$ cat src/rtl/health_controller.sv
// Per-round health bookkeeping for Ryu and Akuma: hit acceptance with invulnerability,
// per-frame drain of the displayed bars, KO detection and round sequencing.
module health_controller #(
    parameter int MAX_HEALTH     = 245,
    parameter int DRAIN_STEP     = 2,
    parameter int INVULN_FRAMES  = 30,
    parameter int KO_HOLD_FRAMES = 180
) (
    input  logic       vga_clk,
    input  logic       Reset,
    input  logic       frame_tick,
    input  logic       round_start,
    input  logic       ryu_hit,
    input  logic [7:0] ryu_dmg,
    input  logic       akuma_hit,
    input  logic [7:0] akuma_dmg,
    output logic [7:0] RyuHealth,
    output logic [7:0] AkumaHealth,
    output logic       ryu_ack,
    output logic       akuma_ack,
    output logic       ko,
    output logic [1:0] winner,
    output logic       fight_active
);
    localparam int IW = $clog2(INVULN_FRAMES + 1);
    localparam int HW = $clog2(KO_HOLD_FRAMES + 1);
    localparam logic [7:0]    MAX_H    = 8'(MAX_HEALTH);
    localparam logic [7:0]    STEP     = 8'(DRAIN_STEP);
    localparam logic [IW-1:0] INV_LOAD = IW'(INVULN_FRAMES);
    localparam logic [HW-1:0] HOLD_MAX = HW'(KO_HOLD_FRAMES);

    typedef enum logic [1:0] {IDLE, FIGHT, KO_HOLD} state_t;

    state_t        state_q, state_d;
    logic [7:0]    ryu_tgt_q, ryu_tgt_d, aku_tgt_q, aku_tgt_d;
    logic [7:0]    ryu_disp_q, ryu_disp_d, aku_disp_q, aku_disp_d;
    logic [IW-1:0] ryu_inv_q, ryu_inv_d, aku_inv_q, aku_inv_d;
    logic [HW-1:0] hold_q, hold_d;
    logic [1:0]    winner_q, winner_d;
    logic          ryu_ack_q, ryu_ack_d, aku_ack_q, aku_ack_d;
    logic          ko_q, ko_d, fight_q, fight_d;

    function automatic logic [7:0] drain(input logic [7:0] disp, input logic [7:0] tgt);
        logic [7:0] gap;
        gap = disp - tgt;
        if (disp <= tgt)     drain = disp;
        else if (gap > STEP) drain = disp - STEP;
        else                 drain = tgt;
    endfunction

    function automatic logic [7:0] sat_sub(input logic [7:0] a, input logic [7:0] b);
        sat_sub = (b >= a) ? 8'd0 : a - b;
    endfunction

    // Hits are single-cycle strobes with no back-pressure: a hit is accepted or dropped in
    // the cycle it is presented, and acceptance is reported by a one-cycle ack the next cycle.
    always_comb begin
        state_d    = state_q;
        ryu_tgt_d  = ryu_tgt_q;
        aku_tgt_d  = aku_tgt_q;
        ryu_disp_d = ryu_disp_q;
        aku_disp_d = aku_disp_q;
        ryu_inv_d  = ryu_inv_q;
        aku_inv_d  = aku_inv_q;
        hold_d     = hold_q;
        winner_d   = winner_q;
        ryu_ack_d  = 1'b0;
        aku_ack_d  = 1'b0;

        // Drain compares against the pre-hit target; a same-cycle hit lands next frame.
        if (frame_tick) begin
            ryu_disp_d = drain(ryu_disp_q, ryu_tgt_q);
            aku_disp_d = drain(aku_disp_q, aku_tgt_q);
            if (ryu_inv_q != '0) ryu_inv_d = ryu_inv_q - IW'(1);
            if (aku_inv_q != '0) aku_inv_d = aku_inv_q - IW'(1);
        end

        case (state_q)
            IDLE: begin
                if (round_start) begin
                    ryu_tgt_d  = MAX_H;
                    aku_tgt_d  = MAX_H;
                    ryu_disp_d = MAX_H;
                    aku_disp_d = MAX_H;
                    ryu_inv_d  = '0;
                    aku_inv_d  = '0;
                    winner_d   = 2'b00;
                    state_d    = FIGHT;
                end
            end
            FIGHT: begin
                if (ryu_hit && ryu_inv_q == '0) begin
                    ryu_tgt_d = sat_sub(ryu_tgt_q, ryu_dmg);
                    ryu_inv_d = INV_LOAD;
                    ryu_ack_d = 1'b1;
                end
                if (akuma_hit && aku_inv_q == '0) begin
                    aku_tgt_d = sat_sub(aku_tgt_q, akuma_dmg);
                    aku_inv_d = INV_LOAD;
                    aku_ack_d = 1'b1;
                end
                if (ryu_tgt_q == 8'd0 || aku_tgt_q == 8'd0) begin
                    state_d  = KO_HOLD;
                    hold_d   = '0;
                    winner_d = {ryu_tgt_q == 8'd0, aku_tgt_q == 8'd0};
                end
            end
            KO_HOLD: begin
                if (frame_tick && hold_q != HOLD_MAX) hold_d = hold_q + HW'(1);
                if (hold_q == HOLD_MAX && ryu_disp_q == ryu_tgt_q && aku_disp_q == aku_tgt_q)
                    state_d = IDLE;
            end
            default: state_d = IDLE;
        endcase

        ko_d    = (state_d == KO_HOLD);
        fight_d = (state_d == FIGHT);
    end

    always_ff @(posedge vga_clk) begin
        if (Reset) begin
            state_q    <= IDLE;
            ryu_tgt_q  <= MAX_H;
            aku_tgt_q  <= MAX_H;
            ryu_disp_q <= MAX_H;
            aku_disp_q <= MAX_H;
            ryu_inv_q  <= '0;
            aku_inv_q  <= '0;
            hold_q     <= '0;
            winner_q   <= 2'b00;
            ryu_ack_q  <= 1'b0;
            aku_ack_q  <= 1'b0;
            ko_q       <= 1'b0;
            fight_q    <= 1'b0;
        end else begin
            state_q    <= state_d;
            ryu_tgt_q  <= ryu_tgt_d;
            aku_tgt_q  <= aku_tgt_d;
            ryu_disp_q <= ryu_disp_d;
            aku_disp_q <= aku_disp_d;
            ryu_inv_q  <= ryu_inv_d;
            aku_inv_q  <= aku_inv_d;
            hold_q     <= hold_d;
            winner_q   <= winner_d;
            ryu_ack_q  <= ryu_ack_d;
            aku_ack_q  <= aku_ack_d;
            ko_q       <= ko_d;
            fight_q    <= fight_d;
        end
    end

    assign RyuHealth    = ryu_disp_q;
    assign AkumaHealth  = aku_disp_q;
    assign ryu_ack      = ryu_ack_q;
    assign akuma_ack    = aku_ack_q;
    assign ko           = ko_q;
    assign winner       = winner_q;
    assign fight_active = fight_q;
endmodule

$ cat config.mk
export PLATFORM = sky130hd
export DESIGN_NAME = health_controller
export DESIGN_NICKNAME = d
export VERILOG_FILES = /design/src/rtl/health_controller.sv
export SDC_FILE = /design/constraint.sdc
export NUM_CORES = 1
export LEC_CHECK = 0
export ABC_AREA = 1
export BUFFER_PORTS_ARGS = -buffer_cell sky130_fd_sc_hd__buf_4
export CAP_MARGIN = 25
export CORE_MARGIN = 5
export CORE_UTILIZATION = 30
export DETAILED_ROUTE_END_ITERATION = 16
export PLACE_DENSITY = 0.49
export SYNTH_ARGS = -nofsm -noshare
export SYNTH_HDL_FRONTEND = slang
export SYNTH_SLANG_ARGS = --single-unit
$ cat constraint.sdc
create_clock -name vga_clk -period 4.1 [get_ports vga_clk]
set_input_delay 0.82 -clock vga_clk [delete_from_list [all_inputs] [get_ports vga_clk]]
set_output_delay 0.82 -clock vga_clk [all_outputs]
set_load 0.05 [all_outputs]
==> impl_metrics.yaml <==
status:
  status: "finished clean"
route:
  wire_per_inst_um: 12.6
  via_per_inst: 4.69
  drt_iter0_drc: 190
  drc: 0
  first_pass_iters: 4
  vias: 4362
  antenna_left: 0
  drt-total-wl_mm: 11.7
min_path:
  hold_path.class: "register to register"
  worstHoldPathCells: 2
placed_design:
  io_buffers: 43
  gp_congestion: 0.853
  dp_hpwl_mm: 9.51
clock_tree:
  clockBufferDepth: 2
  ctsHoldBuffers: 0
  clk_pin_slew_ns: 0.06
  post_cts_resized: 0
  cts_tree: "yes"
  cts_sinks: 58
  numCtsBuffers: 9
  htreeDepth: 3
  root_buffer: "clkbuf_16"
  post_cts_buffers: 0
  clk_latency_ns: 0.34
timing:
  skew_ns: 0.00830
  period_share: 0.540
  finalSetupTns_ns: 0
  slew_viol_final: 0
  hold_viol_final: 0
  max_freq_mhz: 452
  period_needed_ns: 2.21
  finalSetupViolations: 0
  rsz0062_at_grt: "false"
  slew_headroom: 0.511
  tightest_slew_ns: 0.732
  holdWs_ns: 0.484
floorplanning:
  die_x_um: 134
  io_pins: 44
  start_util: 0.305
  core_um2: 15100
  die_h_um: 134
  dieArea_um2: 17900
  rows: 45
global_routing:
  grt_usage: 0.136
  grt_pass1_vias: 4160
  antenna_found_initial: 0
  grt_max_degree: 22
  grt_pass1_wl_mm: 20.0
  grt-ovfl-total: 0
synth:
  syn_area_per_cell_um2: 6.69
  synth-seq-area-share: 0.253
  synth_warnings: 0
  synth_top_area_cell: "dfxtp_1"
  syn_nets: 753
  synth_cell_type_count: 42
  synth_area_um2: 4600
  synthFlopType: "dfxtp_1"
  synth_edf_count: 0
  synth_seq_cells: 58
  yosys.area.top_type_share: 0.253
  synthArstFlopShare: 0
  netlist_top_cells_area: "dfxtp_1 25%, nand2_1 13%, ha_1 11%"
  syn_inst: 687
pwr:
  power_frac_seq: 0.167
  internal-power_mw: 2.27
  irDropWorstVdd_v: 0.000287
  power_frac_clock: 0.173
  switching_power_mw: 2.61
  sw_frac_of_total: 0.534
  p_comb_frac: 0.661
  powerDensity_nw_per_um2: 893
  p_leak_nw: 2.79
critical_path:
  reg2reg_depth: 15
  cp_slowest_cell: "fa_1"
  critical_path_class: "register to register"
  crit_family: "simple AND/OR/NAND/NOR gates"
  worst-path-buf-inv: 4
  worst_setup_path_end_kind: "register"
  arrival_ns: 2.44
  crit_required_ns: 4.33
  slowest_delay_ns: 0.42
  crit_chain: "ha_1 > inv_1 > fa_1 > inv_1 > nor2_2 > nor2_2 > clkinv_2 > nand2_1 > nand2_2 > nor2_8 > nand3_4 > nand2_1 > nand3_1 > nand2_1 > inv_1"
  cp_max_fo: 8
  crit_cells: 15
  crit_path_start_kind: "register"
finish:
  fillers: 1646
  layout_commonest_cell: "nand2_1"
  fin_nets: 804
  drive_above_1_share: 0.141
  diodes: 0
  final_cell_mix: "160 x nand2_1, 122 x inv_1, 58 x dfxtp_1"
  syn_to_final_growth_pct: 18.9
flow_run:
  cap_violations: 0
[worst register-to-register path: cells and delay by family, from the launching register on]
kind                     cells  cell delay (ns)
buffers and inverters        4             0.26
AND/OR/NAND/NOR              9             0.86
flip-flops                   1             0.40
adder cells (fa/ha/maj)      2             0.59
[power groups by stage]
| stage | logic, mW | clock network, mW | registers (mW) |
|---|---|---|---|
| 5_1_grt | 3.60 | 0.884 | 0.832 |
| 3_5_place_dp | 3.24 | 0 | 0.829 |
| 3_3_place_gp | 3.21 | 0 | 0.827 |
| 6_report | 3.22 | 0.842 | 0.814 |
| 4_1_cts | 3.25 | 0.858 | 0.817 |
| 2_1_floorplan | 2.36 | 0 | 1.04 |
[flip-flops by register name (all words and copies together) (netlist names)]
name and count:
winner 2, ryu_tgt_q 8, ryu_inv_q 5, ryu_ack 1
RyuHealth 8, aku_inv_q 5, fight_active 1, ko 1
hold_q 8, state_q 2, akuma_ack 1, AkumaHealth 8
aku_tgt_q 8
[path summary, 6_finish.rpt]
kind | from | endpoint | slack (ns)
worst min-delay path | winner[1] | winner[1] | 0.48
worst min register to register | winner[1] | winner[1] | 0.48
worst max register to register | ryu_tgt_q[0] | RyuHealth[3] | 1.89
worst max-delay path | ryu_tgt_q[0] | RyuHealth[3] | 1.89
[per-layer routing]
layer,track usage,vias to the layer above,routed length [um],share of wire
li1,-,2326,-,-
met4,0.0491,0,189,0.016
met3,0.0251,12,370,0.032
met2,0.214,61,5290,0.45
met1,0.186,1963,5900,0.50
met5,0,-,0,0
[synthesized netlist by cell type (3+ instances only)]
master and count:
nor2_1 56, nor3_1 9, nand3_1 43, o21ai_0 11, a22oi_1 6, nand2_2 14
fa_1 4, inv_2 6, dfxtp_1 58, nand3b_1 6, nand2_1 160, xor2_1 12
nor2_2 5, o32ai_1 3, a21oi_1 52, nor2_4 3, o31ai_1 3, inv_1 122
nor2_8 3, nand4_1 29, xnor2_1 9, or2_2 6, ha_1 40
[per-stage QoR]
stage / util / setup slack, ns / cell area, um^2 / power (mW) / cells
floorplan: - / 1.79 / 4600 / 3.40 / 687
global placement: 0.340 / 1.61 / 5140 / 4.04 / 915
detailed placement: 0.340 / 1.56 / 5140 / 4.07 / 915
CTS: 0.362 / 1.87 / 5460 / 4.93 / 931
global route: 0.362 / 1.65 / 5460 / 5.32 / 931
finish: 0.362 / 1.89 / 5460 / 4.88 / 931
[layout make-up]
cell class / instances / area, um^2 / area share
clock buffer: 10 / 239 / 0.0437
clock inverter: 6 / 88.8 / 0.0163
inverter: 130 / 494 / 0.0905
multi-input combinational: 496 / 2920 / 0.535
sequential: 58 / 1160 / 0.213
tap: 188 / 235 / 0.0431
timing repair buffer: 43 / 323 / 0.0591
[cell families after synthesis]
| logic type | synth area share |
|---|---|
| compound gates | 0.114 |
| fa+ha+maj | 0.126 |
| flops | 0.253 |
| buf+inv | 0.112 |
| xor+xnor | 0.0400 |
| simple gates | 0.356 |
No activity file was read; power rests on OpenSTA's default activity.
